## src/rtl/gpio_pkg.sv

```systemverilog
// Shared constants and helpers for the GPIO input conditioner.
// The optional edge-pending/interrupt logic is enabled by defining GPIO_COND_IRQ_EN.
package gpio_pkg;

   localparam int GPIO_WIDTH       = 16;
   localparam int GPIO_SYNC_STAGES = 2;
   localparam int GPIO_DB_CYCLES   = 4;

   // Ceiling log2 with a floor of 1, so a one-cycle debounce still gets a real counter bit.
   function automatic int clog2(input int v);
      int r;
      r = 0;
      for (int i = 0; i < 31; i++) begin
         if ((1 << i) < v) r = i + 1;
      end
      if (r < 1) r = 1;
      return r;
   endfunction

endpackage

```

## src/rtl/gpio_debounce_bit.sv

```systemverilog
// One conditioned pin: synchroniser chain, debounce counter, clean level and its one-cycle delay.
// Built for every bit of gpio_input_conditioner (GPIO_COND_IRQ_EN has no effect here).
module gpio_debounce_bit
   import gpio_pkg::*;
#(
   parameter int SYNC_STAGES = GPIO_SYNC_STAGES,
   parameter int DB_CYCLES   = GPIO_DB_CYCLES
) (
   input  logic i_clk,
   input  logic i_rst_n,
   input  logic i_pin,
   input  logic i_db_en,
   output logic o_clean,
   output logic o_clean_d
);

   localparam int             CW   = clog2(DB_CYCLES);
   localparam logic [CW-1:0]  LAST = CW'(DB_CYCLES - 1);

   logic [SYNC_STAGES-1:0] r_sync;
   logic [CW-1:0]          r_cnt;
   logic                   r_clean;
   logic                   r_clean_d;

   logic                   w_sync;
   logic                   w_diff;
   logic [CW-1:0]          w_cnt_nxt;
   logic                   w_clean_nxt;

   assign w_sync = r_sync[SYNC_STAGES-1];
   assign w_diff = w_sync ^ r_clean;

   // Bypass loads the level directly; debounce needs DB_CYCLES consecutive mismatching edges.
   always_comb begin
      w_cnt_nxt   = '0;
      w_clean_nxt = r_clean;
      if (!i_db_en) begin
         w_clean_nxt = w_sync;
      end else if (w_diff) begin
         if (r_cnt == LAST) begin
            w_clean_nxt = w_sync;
         end else begin
            w_cnt_nxt = r_cnt + 1'b1;
         end
      end
   end

   always_ff @(posedge i_clk or negedge i_rst_n) begin
      if (!i_rst_n) begin
         r_sync    <= '0;
         r_cnt     <= '0;
         r_clean   <= 1'b0;
         r_clean_d <= 1'b0;
      end else begin
         r_sync    <= {r_sync[SYNC_STAGES-2:0], i_pin};
         r_cnt     <= w_cnt_nxt;
         r_clean   <= w_clean_nxt;
         r_clean_d <= r_clean;
      end
   end

   assign o_clean   = r_clean;
   assign o_clean_d = r_clean_d;

endmodule

```

## src/rtl/gpio_input_conditioner.sv

```systemverilog
// Pin synchronise/debounce front end of the AHB GPIO slave, with rise/fall pulses.
// Define GPIO_COND_IRQ_EN to build sticky edge_pend flags and the registered irq.
module gpio_input_conditioner
   import gpio_pkg::*;
#(
   parameter int WIDTH       = GPIO_WIDTH,
   parameter int SYNC_STAGES = GPIO_SYNC_STAGES,
   parameter int DB_CYCLES   = GPIO_DB_CYCLES
) (
   input  logic             HCLK,
   input  logic             HRESETn,
   input  logic [WIDTH-1:0] pin_in,
   input  logic [WIDTH-1:0] db_enable,
   output logic [WIDTH-1:0] clean_out,
   output logic [WIDTH-1:0] rise_pulse,
   output logic [WIDTH-1:0] fall_pulse,
   input  logic [WIDTH-1:0] irq_mask,
   input  logic [WIDTH-1:0] edge_clr,
   output logic [WIDTH-1:0] edge_pend,
   output logic             irq
);

   logic [WIDTH-1:0] w_clean;
   logic [WIDTH-1:0] w_clean_d;

   for (genvar g = 0; g < WIDTH; g++) begin : g_bit
      gpio_debounce_bit #(
         .SYNC_STAGES (SYNC_STAGES),
         .DB_CYCLES   (DB_CYCLES)
      ) u_bit (
         .i_clk     (HCLK),
         .i_rst_n   (HRESETn),
         .i_pin     (pin_in[g]),
         .i_db_en   (db_enable[g]),
         .o_clean   (w_clean[g]),
         .o_clean_d (w_clean_d[g])
      );
   end

   assign clean_out  = w_clean;
   assign rise_pulse =  w_clean & ~w_clean_d;
   assign fall_pulse = ~w_clean &  w_clean_d;

`ifdef GPIO_COND_IRQ_EN
   logic [WIDTH-1:0] r_edge_pend;
   logic             r_irq;
   logic [WIDTH-1:0] w_edge_pend_nxt;

   // A new edge in the same cycle as a clear keeps the flag set.
   assign w_edge_pend_nxt = (r_edge_pend & ~edge_clr) | rise_pulse | fall_pulse;

   always_ff @(posedge HCLK or negedge HRESETn) begin
      if (!HRESETn) begin
         r_edge_pend <= '0;
         r_irq       <= 1'b0;
      end else begin
         r_edge_pend <= w_edge_pend_nxt;
         r_irq       <= |(r_edge_pend & irq_mask);
      end
   end

   assign edge_pend = r_edge_pend;
   assign irq       = r_irq;
`else
   logic w_unused_irq_inputs;
   assign w_unused_irq_inputs = ^{irq_mask, edge_clr};
   assign edge_pend = '0;
   assign irq       = 1'b0;
`endif

endmodule

```

## config.mk

```make
export PLATFORM = sky130hd
export DESIGN_NAME = gpio_input_conditioner
export DESIGN_NICKNAME = d
export VERILOG_FILES = /design/src/rtl/gpio_pkg.sv /design/src/rtl/gpio_debounce_bit.sv /design/src/rtl/gpio_input_conditioner.sv
export SDC_FILE = /design/constraint.sdc
export NUM_CORES = 1
export LEC_CHECK = 0
export BUFFER_PORTS_ARGS = -buffer_cell sky130_fd_sc_hd__buf_2
export CAP_MARGIN = 0
export CORE_MARGIN = 1
export CORE_UTILIZATION = 50
export DETAILED_ROUTE_END_ITERATION = 6
export GPL_TIMING_DRIVEN = 0
export PLACE_DENSITY = 0.9
export SKIP_LAST_GASP = 1
export SYNTH_ARGS = -nofsm -noshare
export SYNTH_HDL_FRONTEND = slang
export SYNTH_SLANG_ARGS = --single-unit
```

## constraint.sdc

```tcl
create_clock -name HCLK -period 1.5 [get_ports HCLK]
set_input_delay 0 -clock HCLK [delete_from_list [all_inputs] [get_ports HCLK]]
set_output_delay 0 -clock HCLK [all_outputs]
set_load 0.03 [all_outputs]
```

# Yosys cells after proc, flatten, opt, wreduce, memory -nomap -nowiden
# Cells that the tools add are included.
# totals
register_bits	96
inputBits	66
output_inout_bits	65
wordCells	260
# op_classes
n_addsub	16
n_eq_ne	48
muxes	96
bitwise_logic	20
reduce_logical	16
# op_table
cell	count
2-bit 2-to-1 mux	48
2-bit by 1-bit != test with 1-bit output (second input constant)	32
1-bit 2-to-1 mux	48
2-bit by 1-bit adder with 2-bit output (second input constant)	16
16-bit bitwise AND	2
2-bit equality test (second input constant)	16
16-bit inverter	2
2-bit AND reduction	16
1-bit bitwise XOR	16

# Depth between registers and ports, before layout
# depth
word_depth	4
depth_mapped	3

# Modules after synthesis
# From an unflattened synthesis, not the netlist that was laid out.
# hier_totals
hier_cells	258
hier_area_um2	3814.9
# modules_own_cells
mod	instances	cells_each	area_each_um2	seq_area_each_um2
gpio_debounce_bit	16	13	212.7	150.1
gpio_input_conditioner	1	50	411.6	0.0

# Least setup slack after synthesis
# Ideal clock, no wire load.
# synth_path
kind	register to register
start	register g_bit[12].u_bit.r_cnt[0]
end	register g_bit[12].u_bit.r_clean
arrival_time_ns	0.994
required_ns	1.375
path_slack_ns	0.381
stages_incl_launch_ff	4
path_buffers	0
path_cell_list	dfrtp_1 ha_1 nor2b_4 mux2_4
# synth_via
elab_chain_cells	3
# synth_lines
element	line_no	text
from (decl)	gpio_debounce_bit.sv:21	logic [CW-1:0] r_cnt;
from (signal assigned)	gpio_debounce_bit.sv:56	r_cnt <= w_cnt_nxt;
2-bit equality test	gpio_debounce_bit.sv:40	if (r_cnt == LAST) begin
2-bit by 1-bit != test with 1-bit output (no source line)	n/a	
2-bit AND reduction (no source line)	n/a	
to (signal assigned)	gpio_debounce_bit.sv:57	r_clean <= w_clean_nxt;
to (decl)	gpio_debounce_bit.sv:22	logic r_clean;
# Every way passes these cells.
# A chain may end at the register's enable or synchronous reset.

# Worst setup path in the final report
# layout_path
start	register g_bit[1].u_bit.r_clean
end	output fall_pulse[1]
# layout_via
elab_chain_cells	2
# layout_lines
element	line_no	text
from (decl)	gpio_debounce_bit.sv:22	
from (signal assigned)	gpio_debounce_bit.sv:57	
16-bit inverter	gpio_input_conditioner.sv:42	assign fall_pulse = ~w_clean & w_clean_d;
16-bit bitwise AND	gpio_input_conditioner.sv:42	
to (decl)	gpio_input_conditioner.sv:16	output logic [WIDTH-1:0] fall_pulse,
# Every way passes these cells.

==> results.cfg <==
[status]
status = finished, final reports clean

[final_layout]
fillers = 533
area_growth_pct = 29.0
post-route-util_pct = 68.4
drive_gt1_share_pct = 40.6
multi_input_area_um2 = 1340
antennaDiodeCount = 0
layout.nets = 496
regArea_um2 = 2400

[routing]
drtPass1Iterations = 4
wirelength_mm = 6.24
initialDrtViolationCount = 59
routed_via_density = 4.38
drc = 0
antenna_left = 0
via_count = 2270
routedWlPerCell_um = 12.1

[yosys]
yosysTopAreaCell = dfrtp_1
avgSynthCellArea_um2 = 14.4
synth_warnings = 0
postSynthCellCount = 272
ys.flop_type = dfrtp_1
synth_top_cell_area_share_pct = 61.1
synth_common_cells = dfrtp_1 (96), buf_4 (33), nor2b_1 (28)
yosys.cell_count.top_type = dfrtp_1
synth_edf_count = 0
yosysSeqAreaShare_pct = 61.1
synthArstFlopShare_pct = 100
synth_area_leaders = dfrtp_1 (61%), buf_4 (6.3%), mux2_4 (6.1%)
syn_area_um2 = 3930
ys_ff_latch = 96
synth_cell_types = 17

[sta]
final-setup-viol-count = 0
setup_slack_ns = 0.281
rsz0062_at_grt = no
layout_min_cycle_time_ns = 1.22
hold_violations = 0
timing.final.max_slew_violations = 0
skew_ns = 0.00722
fin_crit_sh_pct = 81.3
clock.fmax_mhz = 820

[setup_path]
reg2reg_from = g_bit[10].u_bit.r_cnt[0]$_DFF_PN0_
reg2reg_slack_ns = 0.32
crit_type = register to primary output
rr_worst_depth = 3
critPathSlowestCell = dfrtp_1
critPathBufInv = 1
cp.arrival_ns = 1.22
cpPeakStageDelay_ns = 0.46
required_ns = 1.50
end_kind = primary output
crit_family = flip-flops
crit_chain = and2b_1 > buf_2
path_max_fanout = 6
r2r-end = g_bit[10].u_bit.o_clean$_DFFE_PN0P_
cp-start-kind = register

[placed_design]
io_buffers = 81
post-place-ws_ns = 0.330
dp_hpwl_mm = 4.01
gp_congestion = 0.707

[clocking]
htree_levels = 3
clk_latency_ns = 0.35
numCtsBuffers = 9
root_buffer = clkbuf_8
cts_tree = done
clkTransAtPathRegs_ns = 0.09
clk_path_buf_depth = 2
cts_num_sinks = 96

[die]
die_w_um = 90.6
initial_core_util_pct = 53.0
fp.dieArea_um2 = 8220
io_pins = 131
rows = 31
core_area_um2 = 7410
fp.dieH_um = 90.6

[grt]
grt_pass1_wl_mm = 10.9
grt_antenna_before_repair = 0
grt-ovfl-total = 0
grt_pass1_vias = 2361
grtUsageTotal_pct = 17.2
grt_max_degree = 65

[power]
p_per_area_nw_per_um2 = 1130
cellLeakagePower_nw = 2.69
ir_worst_vdd_mv = 0.801

[hold_path]
hold_class = input pin to async pin

[job]
cap_violations = 0
==> where the power goes <==
| group | internal (W) | leakage, nW | switching [W] |
|---|---|---|---|
| Combinational | 0.000530 | 1.41 | 0.000643 |
| Sequential | 0.00280 | 1.18 | 0.000168 |
| Clock | 0.000705 | 0.0999 | 0.000873 |
| Total | 0.00404 | 2.69 | 0.00168 |
==> metrics by stage <==
| step | hold slack [ns] | std cells | instance area [µm²] | setup TNS [ns] | power [W] |
|---|---|---|---|---|---|
| 2_1_floorplan | -0.296 | 288 | 3990 | 0 | 0.00379 |
| 5_1_grt | 0.156 | 518 | 5070 | 0 | 0.00603 |
| 4_1_cts | 0.128 | 518 | 5070 | 0 | 0.00579 |
| 3_3_place_gp | 0.108 | 468 | 4520 | -39.66 | 0.00406 |
| 3_5_place_dp | -0.0315 | 469 | 4550 | 0 | 0.00412 |
| 6_report | 0.124 | 518 | 5070 | 0 | 0.00572 |
==> kinds of logic (layout without fill, tap and decap cells) <==
group         count (synthesis)  count (layout)  share of synthesized area (%)
flops                        96              96                           61.1
buf+inv                      33             164                           6.31
mux                          16              16                           6.11
xor+xnor                     16              16                           3.57
other cells                   1              17                         0.0954
simple gates                 94              94                           17.7
fa+ha+maj                    16              16                           5.10
==> cell usage in the layout, fill, tap and decap left out, types with 2 or more instances in the layout <==
cell,netlist,final
nor2_1,14,14
clkinv_4,0,3
conb_1,1,17
nor3_2,3,3
nor3b_2,6,6
xor2_1,9,9
dlygate4sd3_1,0,33
dfrtp_1,96,96
nand2b_1,2,2
nand2_1,7,7
nor2b_4,9,9
and2b_1,4,4
mux2_4,16,16
and3_1,16,16
ha_1,16,16
buf_2,0,80
xnor2_1,7,7
nand2b_4,5,5
clkbuf_8,0,11
nor2b_1,28,28
buf_4,33,34
==> flip-flops by register name, summed over array words and instances (netlist names) <==
name	flops
g_bit.u_bit.o_clean	16
g_bit.u_bit.o_clean_d	16
g_bit.u_bit.r_cnt	32
g_bit.u_bit.r_sync	32
==> layer usage <==
layer	track usage, %	share of wire (%)	vias to the layer above
met4	4.44	1.2	0
li1	-	-	1116
met5	0	0	-
met1	19.2	41	1078
met3	6.06	5.3	7
met2	31.0	53	69
==> final cells by class <==
class,count,share of cell area (%)
clock buffer,11,2.99
buffer,33,4.89
multi-input combinational,159,26.4
sequential,96,47.4
timing repair buffer,115,15.1
tap,99,2.44
clock inverter,5,0.790
==> repair_timing <==
item                      CTS  global route
buffers inserted            0             0
hold buffers               33             0
hold endpoints to repair  146             0
resized for setup           0             0
==> worst max-delay path by stage <==
stage	startpoint	end	depth (start not counted)
2_1_floorplan	g_bit[12].u_bit.r_cnt[0]$_DFF_PN0_	g_bit[12].u_bit.o_clean$_DFFE_PN0P_	3
3_3_place_gp	HRESETn	g_bit[3].u_bit.r_cnt[1]$_DFF_PN0_	1
3_5_place_dp	g_bit[8].u_bit.r_cnt[0]$_DFF_PN0_	g_bit[8].u_bit.o_clean$_DFFE_PN0P_	3
4_1_cts	g_bit[1].u_bit.o_clean$_DFFE_PN0P_	fall_pulse[1]	2
5_1_grt	g_bit[1].u_bit.o_clean$_DFFE_PN0P_	fall_pulse[1]	2
6_report	g_bit[1].u_bit.o_clean$_DFFE_PN0P_	fall_pulse[1]	2
Note: power is estimated with default switching activity, not from simulation.
